--- config.mk ---
export PLATFORM = sky130hd
export DESIGN_NAME = timer_apb_regs_flat
export DESIGN_NICKNAME = d
export VERILOG_FILES = /design/src/rtl/timer_apb_regs_if.sv /design/src/rtl/timer_apb_regs.sv /design/src/flat_wrapper.sv
export SDC_FILE = /design/constraint.sdc
export NUM_CORES = 1
export LEC_CHECK = 0
export CAP_MARGIN = 10
export CELL_PAD_IN_SITES_DETAIL_PLACEMENT = 2
export CELL_PAD_IN_SITES_GLOBAL_PLACEMENT = 2
export CORE_MARGIN = 1.5
export CORE_UTILIZATION = 29
export CTS_CLUSTER_SIZE = 12
export DETAILED_ROUTE_END_ITERATION = 10
export PLACE_DENSITY_LB_ADDON = 0.1
export REMOVE_ABC_BUFFERS = 1
export SLEW_MARGIN = 20
export SYNTH_ARGS = -nofsm -noshare
export SYNTH_HDL_FRONTEND = slang
export SYNTH_SLANG_ARGS = --single-unit
--- constraint.sdc ---
create_clock -name sys_clk -period 3.8 [get_ports sys_clk]
set_input_delay 0.76 -clock sys_clk [delete_from_list [all_inputs] [get_ports sys_clk]]
set_output_delay 0.76 -clock sys_clk [all_outputs]
set_load 0.05 [all_outputs]
--- src/rtl/timer_apb_regs_if.sv ---
// APB bus bundle between the CPU bus model (master) and the timer register file (slave).
interface timer_apb_regs_if #(
  parameter int unsigned ADDR_W = 8
);
  logic              psel;
  logic              penable;
  logic              pwrite;
  logic [ADDR_W-1:0] paddr;
  logic [7:0]        pwdata;
  logic [7:0]        prdata;
  logic              pready;
  logic              pslverr;

  modport master (
    output psel, penable, pwrite, paddr, pwdata,
    input  prdata, pready, pslverr
  );

  modport slave (
    input  psel, penable, pwrite, paddr, pwdata,
    output prdata, pready, pslverr
  );
endinterface

--- src/rtl/timer_apb_regs.sv ---
// APB register file of the 8-bit timer: TDR/TCR/TSR, control outputs and sticky wrap flags.
// Define APB_WAIT_STATE_EN to insert exactly one wait state into every APB transfer.
module timer_apb_regs #(
  parameter int unsigned ADDR_W = 8
) (
  input  logic       sys_clk,
  input  logic       sys_rst,
  timer_apb_regs_if.slave apb,
  output logic [7:0] tdr_o,
  output logic       load_o,
  output logic       updown_o,
  output logic       en_o,
  output logic [1:0] cks_o,
  input  logic       ovf_set_i,
  input  logic       udf_set_i
);

  localparam logic [ADDR_W-1:0] AddrTdr = ADDR_W'(0);
  localparam logic [ADDR_W-1:0] AddrTcr = ADDR_W'(1);
  localparam logic [ADDR_W-1:0] AddrTsr = ADDR_W'(2);
  localparam logic [7:0]        TcrMask = 8'hB3;

  // StSetup: a setup phase was seen last cycle. StAccess: the wait-state cycle has elapsed.
  typedef enum logic [1:0] {
    StIdle,
    StSetup,
    StAccess
  } state_e;

  state_e state_q, state_d;

  logic [7:0] tdr_q, tdr_d;
  logic [7:0] tcr_q, tcr_d;
  logic       ovf_q, ovf_d;
  logic       udf_q, udf_d;

  logic       access;
  logic       ready;
  logic       xfer_done;
  logic       addr_err;
  logic       wr_commit;
  logic       wr_tdr;
  logic       wr_tcr;
  logic       wr_tsr;
  logic [7:0] rd_mux;

  // Bus phase tracking; penable without a prior setup never reaches an access.
  always_comb begin
    state_d = state_q;
    access  = 1'b0;
    ready   = 1'b1;
    case (state_q)
      StIdle: begin
        if (apb.psel && !apb.penable) state_d = StSetup;
      end
      StSetup: begin
        if (!apb.psel) begin
          state_d = StIdle;
        end else if (!apb.penable) begin
          state_d = StSetup;
        end else begin
          access = 1'b1;
`ifdef APB_WAIT_STATE_EN
          ready   = 1'b0;
          state_d = StAccess;
`else
          state_d = StIdle;
`endif
        end
      end
      StAccess: begin
        if (!apb.psel) begin
          state_d = StIdle;
        end else if (!apb.penable) begin
          state_d = StSetup;
        end else begin
          access  = 1'b1;
          state_d = StIdle;
        end
      end
      default: state_d = StIdle;
    endcase
  end

  assign xfer_done = access && ready;
  assign addr_err  = (apb.paddr > AddrTsr);
  assign wr_commit = xfer_done && apb.pwrite && !addr_err;
  assign wr_tdr    = wr_commit && (apb.paddr == AddrTdr);
  assign wr_tcr    = wr_commit && (apb.paddr == AddrTcr);
  assign wr_tsr    = wr_commit && (apb.paddr == AddrTsr);

  always_comb begin
    rd_mux = 8'h00;
    case (apb.paddr)
      AddrTdr: rd_mux = tdr_q;
      AddrTcr: rd_mux = tcr_q;
      AddrTsr: rd_mux = {6'b000000, udf_q, ovf_q};
      default: rd_mux = 8'h00;
    endcase
  end

  assign apb.prdata  = (xfer_done && !apb.pwrite) ? rd_mux : 8'h00;
  assign apb.pready  = ready;
  assign apb.pslverr = xfer_done && addr_err;

  // Flags are sticky; a set pulse beats a clearing write in the same cycle.
  always_comb begin
    tdr_d = wr_tdr ? apb.pwdata : tdr_q;
    tcr_d = wr_tcr ? (apb.pwdata & TcrMask) : tcr_q;
    ovf_d = ovf_set_i || (ovf_q && !(wr_tsr && !apb.pwdata[0]));
    udf_d = udf_set_i || (udf_q && !(wr_tsr && !apb.pwdata[1]));
  end

  always_ff @(posedge sys_clk or posedge sys_rst) begin
    if (sys_rst) begin
      state_q <= StIdle;
      tdr_q   <= 8'h00;
      tcr_q   <= 8'h00;
      ovf_q   <= 1'b0;
      udf_q   <= 1'b0;
    end else begin
      state_q <= state_d;
      tdr_q   <= tdr_d;
      tcr_q   <= tcr_d;
      ovf_q   <= ovf_d;
      udf_q   <= udf_d;
    end
  end

  // Control outputs trail the register file by one cycle.
  always_ff @(posedge sys_clk or posedge sys_rst) begin
    if (sys_rst) begin
      tdr_o    <= 8'h00;
      load_o   <= 1'b0;
      updown_o <= 1'b0;
      en_o     <= 1'b0;
      cks_o    <= 2'b00;
    end else begin
      tdr_o    <= tdr_q;
      load_o   <= tcr_q[7];
      updown_o <= tcr_q[5];
      en_o     <= tcr_q[4];
      cks_o    <= tcr_q[1:0];
    end
  end

endmodule

--- src/flat_wrapper.sv ---
// flat-port wrapper written by rule: the top's interface ports become plain ports
module timer_apb_regs_flat 
#(
  parameter int unsigned ADDR_W = 8
)
  (sys_clk, sys_rst, tdr_o, load_o, updown_o, en_o, cks_o, ovf_set_i, udf_set_i, apb_psel, apb_penable, apb_pwrite, apb_paddr, apb_pwdata, apb_prdata, apb_pready, apb_pslverr);
  timer_apb_regs_if #(.ADDR_W(ADDR_W)) apb_i ();
  input  logic sys_clk;
  input  logic sys_rst;
  output logic [7:0] tdr_o;
  output logic load_o;
  output logic updown_o;
  output logic en_o;
  output logic [1:0] cks_o;
  input  logic ovf_set_i;
  input  logic udf_set_i;
  input wire logic [$bits(apb_i.psel)-1:0] apb_psel;
  input wire logic [$bits(apb_i.penable)-1:0] apb_penable;
  input wire logic [$bits(apb_i.pwrite)-1:0] apb_pwrite;
  input wire logic [$bits(apb_i.paddr)-1:0] apb_paddr;
  input wire logic [$bits(apb_i.pwdata)-1:0] apb_pwdata;
  output wire logic [$bits(apb_i.prdata)-1:0] apb_prdata;
  output wire logic [$bits(apb_i.pready)-1:0] apb_pready;
  output wire logic [$bits(apb_i.pslverr)-1:0] apb_pslverr;
  assign apb_i.psel = apb_psel;
  assign apb_i.penable = apb_penable;
  assign apb_i.pwrite = apb_pwrite;
  assign apb_i.paddr = apb_paddr;
  assign apb_i.pwdata = apb_pwdata;
  assign apb_prdata = apb_i.prdata;
  assign apb_pready = apb_i.pready;
  assign apb_pslverr = apb_i.pslverr;
  timer_apb_regs #(.ADDR_W(ADDR_W)) u_core (.sys_clk(sys_clk), .sys_rst(sys_rst), .apb(apb_i), .tdr_o(tdr_o), .load_o(load_o), .updown_o(updown_o), .en_o(en_o), .cks_o(cks_o), .ovf_set_i(ovf_set_i), .udf_set_i(udf_set_i));
endmodule
# Yosys cells after proc, flatten, opt, wreduce, memory -nomap -nowiden
# Index checks and enable logic that the tools add are counted.
# op_classes
magnitude_cmp	1
n_eq_ne	5
muxes	9
n_reduce_logical	24
# ops
cell	count
one-hot mux 8 bit (3 select lines)	1
logical AND 1 bit	12
equality test 8 x 1 -> 1 bit, second input constant	1
equality test 8 x 2 -> 1 bit, second input constant	1
> comparator 8 x 2 -> 1 bit, second input constant	1
zero test 8 bit	1
two-way mux 8 bit	1
zero test 1 bit	7
two-way mux 1 bit	4
two-way mux 2 bit	2
one-hot mux 2 bit (2 select lines)	1
equality test 2 x 1 -> 1 bit, second input constant	1
equality test 2 bit, second input constant	1
zero test 2 bit	1
logical OR 1 bit	2
inequality test 2 x 1 -> 1 bit, second input constant	1
OR reduction 2 bit	1
# totals
ff_bits	30
out_inout_bits	23
word_cells	49

# Depth between registers and ports, before layout
# Gate-level depths: netlist (run 1).
# logic_depth
depth_word	10
ltp_mapped	4
mapped_depth_nobuf	3

# Worst setup path before layout (run 1)
# No wires, ideal clock.
# synth_timing
path_kind	input -> output
from	input apb_paddr[2]
to	output apb_prdata[6]
t_arrival_ns	2.578
setup_slack_ns	0.462
cell_stages	3
cell_sequence	nor4_4 nand4_1 nor3b_1
# synth_via
elab_chain_len	3
word_cells_on_any_way	5
cone_classes	eq/ne: 2; mux: 2; reduce/logical: 1
# synth_rtl
item	line	source
from (decl)	flat_wrapper.sv:20	input wire logic [$bits(apb_i.paddr)-1:0] apb_paddr;
equality test 8 x 2 -> 1 bit, or another cell as far along	timer_apb_regs.sv:94	case (apb.paddr)
one-hot mux 8 bit (3 select lines) (*)	timer_apb_regs.sv:94	
two-way mux 8 bit (*)	timer_apb_regs.sv:102	assign apb.prdata = (xfer_done && !apb.pwrite) ? rd_mux : 8'h00;
to (decl)	flat_wrapper.sv:22	output wire logic [$bits(apb_i.prdata)-1:0] apb_prdata;
# Mark *: on every way between the ends. The rest lies on a longest branch, timed or not.

# Worst setup path after layout (run 1)
# layout_timing
from	input apb_paddr[2]
to	output apb_prdata[2]
# The elaborated chain is that of the path after synthesis.

==> impl_metrics.toml, run 1 <==
[synthesis]
synth_cells = 82
synth.yosys.seq_area_share_pct = 63.0
synth_cell_types = 23
ys_seq_elements = 29
synth_area_sq_um = 1150
synth.avg_cell_area_sq_um = 14.1
yosys_warnings = 0

[layout]
fin_cells = 181
post-route-util_pct = 47.7
drive_gt1_share_pct = 24.1
num-nets-final = 155
n_antenna_cell = 0
syn2layout_area_growth_pct = 54.8
fillers = 378
stdcell_area_sq_um = 1780

[global_routing]
antenna_found_initial = 0
grt_first_pass_wirelength_mm = 4.75
overflow = 0
grt_max_degree = 30
grt_pass1_vias = 957
grt.total_usage_pct = 15.4

[die]
die_x_microns = 66.0
io_pins = 46
rows = 22
start_util_pct = 30.8
design.core.area_sq_um = 3740
die_area_sq_um = 4360
die_h_microns = 66.0

[worst_setup_path]
critPathArrivalTime_ns = 2.61
r2r-start = "u_core.state_q[0]$_DFFE_PP0P_"
cp-end-kind = "output pin"
criticalPathCategory = "input pin to output pin"
crit_fanout = 6
critPathRequiredTime_ns = 3.04
setup.worst_path.start = "apb_paddr[2]"
start_kind = "input pin"

[clock_tree]
htreeDepth = 2
postCtsSetupBuffers = 0
clock_sinks = 29
hold_buffers = 0
cts_buffer_depth = 2
numCtsBuffers = 5
ctsResizeCount = 0
path_clk_slew_ns = 0.05
insertion_delay_ns = 0.28
cts_tree = "yes"
cts_root_buf = "clkbuf_8"

[sta]
worst_pin_slew_ns = 0.591
finalHoldViolCount = 0
slew_violations = 0
holdWs_ns = 0.398
fmax_ghz = 0.297
tns_ns = 0
post-route-min-period_ns = 3.37
setup_viol = 0
fin_crit_sh_pct = 88.6
rsz0062_at_grt = "false"
skew_ns = 0.00463
finalWorstSetupSlack_ns = 0.433
relSlewSlack_pct = 60.6

[pwr]
p_int_mw = 0.469
combPwrFrac_pct = 9.1
seqPwrFrac_pct = 51.5
p_leak_nw = 0.807
p_sw_mw = 0.136
clkPwrFrac_pct = 39.4
power_mw = 0.605
power_density_nw_per_um2 = 339
max-vdd-ir-drop_v = 0.000217
sw_frac_of_total_pct = 22.5

[detailed_routing]
drt-met1-wl_mm = 1.18
viasPerCell = 4.73
antenna_left = 0
wl_per_cell_microns = 15.8
drt_iter0_markers = 15
dr_wl_met3_microns = 207
totalWireLength_mm = 2.86
dr.pass1.iters = 2
route.met2.wl_mm = 1.42
vias = 857
top_layer = "met4"
drc = 0

[hold_path]
hold_path_startpoint = "u_core.tdr_q[5]$_DFFE_PP0P_"
hold_path.class = "flop to flop"

[place]
place.gp.congestion = 0.711
numPortBuffers = 44
place_inst = 173
dp_slack_ns = 0.397
dpl_cell_area_sq_um = 1700
dp_hpwl_mm = 2.19

[outcome]
status = "complete, no violations"

[flow_run]
maxCapViolCount = 0
-- cells in the final DEF, fill, tap and decap left out, drive strengths merged, types with 2 or more instances in the layout --
cell,n
nand3,2
nor3,2
nand4,3
or4,2
nand2,2
o22a,2
buf,11
mux2i,5
mux2,13
nor2b,2
dfrtp,29
clkdlybuf4s50,35
a2bb2oi,2
nor3b,4
nor2,5
clkbuf,8
-- registers in the layout, indices dropped and copies added (netlist names) --
signal,flops
u_core.cks_o,2
u_core.tdr_o,8
u_core.tdr_q,8
u_core.state_q,1
u_core.udf_q,1
u_core.load_o,1
u_core.ovf_q,1
u_core.updown_o,1
u_core.tcr_q,5
u_core.en_o,1
-- power groups by stage --
| stage | Sequential (mW) | Clock, mW | Combinational [mW] |
|---|---|---|---|
| after floorplan | 0.319 | 0 | 0.0168 |
| after global placement | 0.317 | 0 | 0.0543 |
| final | 0.311 | 0.239 | 0.0550 |
| after detailed placement | 0.317 | 0 | 0.0557 |
| after CTS | 0.311 | 0.244 | 0.0560 |
| after global routing | 0.311 | 0.257 | 0.0602 |
-- area by class of cell --
type	instances	area (sq um)	area share, %
flip-flops and latches	29	726	40.7
repair buffers	46	508	28.5
multi-input cells	49	407	22.8
clock buffers	8	80.1	4.49
well taps	48	60.1	3.37
inverters	1	3.75	0.210
-- routing by layer --
layer  track usage (%)  vias up
li1                  -      393
met1              18.1      431
met2              24.4       28
met3              6.98        5
met4              6.12        0
met5                 0        -
-- worst max-delay path: stages --
cell and delay, ns:
clkdlybuf4s50_1 0.44, nor4_4 0.43, nand4_1 0.35, nor3b_1 0.43, buf_12 0.19
-- Yosys cell counts --
| cell type | number | share of area (%) |
|---|---|---|
| nand3_1 | 2 | 0.87 |
| or4_1 | 2 | 1.3 |
| nand4_2 | 1 | 1.1 |
| nor4_4 | 1 | 1.8 |
| inv_1 | 1 | 0.33 |
| mux2i_1 | 5 | 4.3 |
| nor3b_1 | 4 | 2.6 |
| o22a_1 | 2 | 1.5 |
| nand2_1 | 2 | 0.65 |
| a2bb2oi_1 | 2 | 1.5 |
| buf_1 | 1 | 0.33 |
| buf_4 | 1 | 0.65 |
| and3_1 | 1 | 0.54 |
| nor3_1 | 2 | 0.87 |
| a31oi_1 | 1 | 0.54 |
| nand4_1 | 2 | 1.1 |
| dfrtp_1 | 29 | 63 |
| and3b_1 | 1 | 0.76 |
| nor2b_1 | 2 | 1.1 |
| conb_1 | 1 | 0.33 |
| nor2_1 | 5 | 1.6 |
| mux2_2 | 13 | 13 |
| buf_2 | 1 | 0.43 |
-- path summary, 6_finish.rpt --
check,end,slack (ns),cells past startpoint
min in group asynchronous,u_core.tdr_q[0]$_DFFE_PP0P_,0.87,2
worst min-delay path,u_core.tdr_o[5]$_DFF_PP0_,0.40,0
worst max-delay path,apb_prdata[2],0.43,5
worst max register to register,u_core.tcr_q[7]$_DFFE_PP0P_,2.35,3
worst min register to register,u_core.tdr_o[5]$_DFF_PP0_,0.40,0
max in group asynchronous,u_core.updown_o$_DFF_PP0_,2.53,2
-- cell families after synthesis --
group                  Yosys count  synth area share [%]
AOI/OAI and AO/OA                5                  3.58
and+or+nand+nor                 25                  14.3
muxes                           18                  17.0
DFF                             29                  63.0
buffers and inverters            4                  1.74
other                            1                 0.325
No activity file was read; power rests on OpenSTA's default activity.
==> run 2: changes to the inputs <==
--- a/config.mk
+++ b/config.mk
@@ -13,6 +13,7 @@
 export CTS_CLUSTER_SIZE = 12
 export DETAILED_ROUTE_END_ITERATION = 10
 export PLACE_DENSITY_LB_ADDON = 0.1
+export RECOVER_POWER = 50
 export REMOVE_ABC_BUFFERS = 1
 export SLEW_MARGIN = 20
 export SYNTH_ARGS = -nofsm -noshare
==> run 2 against run 1 <==
Sequential share of layout area stayed put. Largest cell class unchanged. Design area unchanged. Via count did not move. Setup slack is the same. Critical endpoint unchanged.
==> impl_metrics.toml, run 2 (synthesized netlist as in run 1, its figures left out) <==
[sta]
skew_ns = 0.00463
fmax_ghz = 0.297
relSlewSlack_pct = 28.2
holdWs_ns = 0.398
tns_ns = 0
rsz0062_at_grt = "false"
post-route-min-period_ns = 3.37
slew_violations = 0
finalHoldViolCount = 0
fin_crit_sh_pct = 88.6
worst_pin_slew_ns = 1.08
setup_viol = 0

[worst_setup_path]
critPathArrivalTime_ns = 2.61
path_cells = "clkdlybuf4s50_1 -> nor4_4 -> nand4_1 -> nor3b_1 -> buf_12"
start_kind = "input pin"
worst-r2r-setup-slack_ns = 2.35
critPathBufInv = 2
cp-end-kind = "output pin"
cpMaxStageDelayCell = "clkdlybuf4s50_1"
slowest_delay_ns = 0.44
crit_fanout = 6
r2r-start = "u_core.state_q[0]$_DFFE_PP0P_"
rr_endpoint = "u_core.tcr_q[7]$_DFFE_PP0P_"
critPathRequiredTime_ns = 3.04
cp_top_family = "simple AND/OR/NAND/NOR gates"
r2r_cells = 3
criticalPathCategory = "input pin to output pin"

[clock_tree]
postCtsSetupBuffers = 0
path_clk_slew_ns = 0.05
insertion_delay_ns = 0.28
hold_buffers = 0
cts_tree = "yes"
clock_sinks = 29
cts_buffer_depth = 2
htreeDepth = 2
cts_root_buf = "clkbuf_8"
ctsResizeCount = 0
numCtsBuffers = 5

[global_routing]
grt_pass1_vias = 957
grt_max_degree = 30
grt.total_usage_pct = 15.4
overflow = 0
grt_first_pass_wirelength_mm = 4.75
antenna_found_initial = 0

[layout]
stdcell_area_sq_um = 1780
num-nets-final = 155
final_common_cell = "clkdlybuf4s50_1"
syn2layout_area_growth_pct = 54.8
drive_gt1_share_pct = 23.3
top_regs = "u_core.tdr_o (8), u_core.tdr_q (8), u_core.tcr_q (5)"
fin_cells = 181
fillers = 378
final_cell_mix = "33 x clkdlybuf4s50_1, 29 x dfrtp_1, 13 x mux2_2"
n_antenna_cell = 0

[die]
io_pins = 46
die_area_sq_um = 4360
die_x_microns = 66.0
die_h_microns = 66.0
design.core.area_sq_um = 3740
start_util_pct = 30.8
rows = 22

[detailed_routing]
drc = 0
totalWireLength_mm = 2.86
vias = 857
antenna_left = 0
viasPerCell = 4.73
drt_iter0_markers = 15
wl_per_cell_microns = 15.8
dr.pass1.iters = 2

[pwr]
power_density_nw_per_um2 = 339
max-vdd-ir-drop_v = 0.000217
p_leak_nw = 0.809

[flow_run]
maxCapViolCount = 0

[place]
dp_hpwl_mm = 2.19
numPortBuffers = 44
dpl_cell_area_sq_um = 1700
place.gp.congestion = 0.711
place_inst = 173

[hold_path]
hold_path.class = "flop to flop"
whs_path_depth = 0
whs_endpoint = "u_core.tdr_o[5]$_DFF_PP0_"
hold_path_startpoint = "u_core.tdr_q[5]$_DFFE_PP0P_"

[outcome]
status = "complete, no violations"
run 2: cell count changes in the layout (fill, tap and decap cells not counted), sizes merged:
cell and delta:
clkdlybuf4s50 -2, dlygate4sd3 +2
run 2: layout make-up:
class	count	area [sq um]	share of cell area [%]
Sequential cell	29	726	40.7
Inverter	1	3.75	0.210
Multi-Input combinational cell	49	407	22.8
Clock buffer	8	80.1	4.49
Tap cell	48	60.1	3.37
Timing Repair Buffer	46	508	28.5
run 2: metrics by stage:
stage | util (%) | setup WS (ns) | power (mW)
3_5_place_dp | 45.5 | 0.397 | 0.373
5_1_grt | 47.7 | 0.205 | 0.628
4_1_cts | 47.7 | 0.397 | 0.612
3_3_place_gp | 45.5 | 0.477 | 0.371
6_report | 47.7 | 0.433 | 0.604
2_1_floorplan | - | 0.462 | 0.336
run 2: where the power goes:
group	internal [mW]	switching [mW]	total [mW]
Sequential	0.311	0.000795	0.311
Combinational	0.0280	0.0264	0.0545
Clock	0.130	0.109	0.239
run 2: how the worst max path moves through the flow:
stage | startpoint | endpoint | slack (ns) | depth (start not counted)
after CTS | apb_paddr[2] | apb_prdata[2] | 0.40 | 5
after global routing | apb_paddr[2] | apb_prdata[2] | 0.20 | 5
after global placement | apb_paddr[2] | apb_prdata[6] | 0.48 | 5
after detailed placement | apb_paddr[2] | apb_prdata[2] | 0.40 | 5
after floorplan | apb_paddr[2] | apb_prdata[6] | 0.46 | 3
final | apb_paddr[2] | apb_prdata[2] | 0.43 | 5
run 2: metal layers:
metal,wire length (microns),vias to the layer above,global-route usage (%)
met3,201,5,6.98
met5,0,-,0
met1,1190,431,18.1
li1,-,393,-
met4,51,0,6.12
met2,1420,28,24.4
run 2: worst register-to-register path, cell delays in order (launching register included):
cell	delay, ns
dfrtp_1	0.33
and3_1	0.24
nand4_1	0.35
mux2_2	0.40
==> run 3: changes to the inputs <==
--- a/config.mk
+++ b/config.mk
@@ -12,6 +12,7 @@
 export CORE_UTILIZATION = 29
 export CTS_CLUSTER_SIZE = 12
 export DETAILED_ROUTE_END_ITERATION = 10
+export GPL_ROUTABILITY_DRIVEN = 0
 export PLACE_DENSITY_LB_ADDON = 0.1
 export RECOVER_POWER = 50
 export REMOVE_ABC_BUFFERS = 1
==> results of run 3 <==
No change in the layout: final DEF, timing and power equal those of run 2.
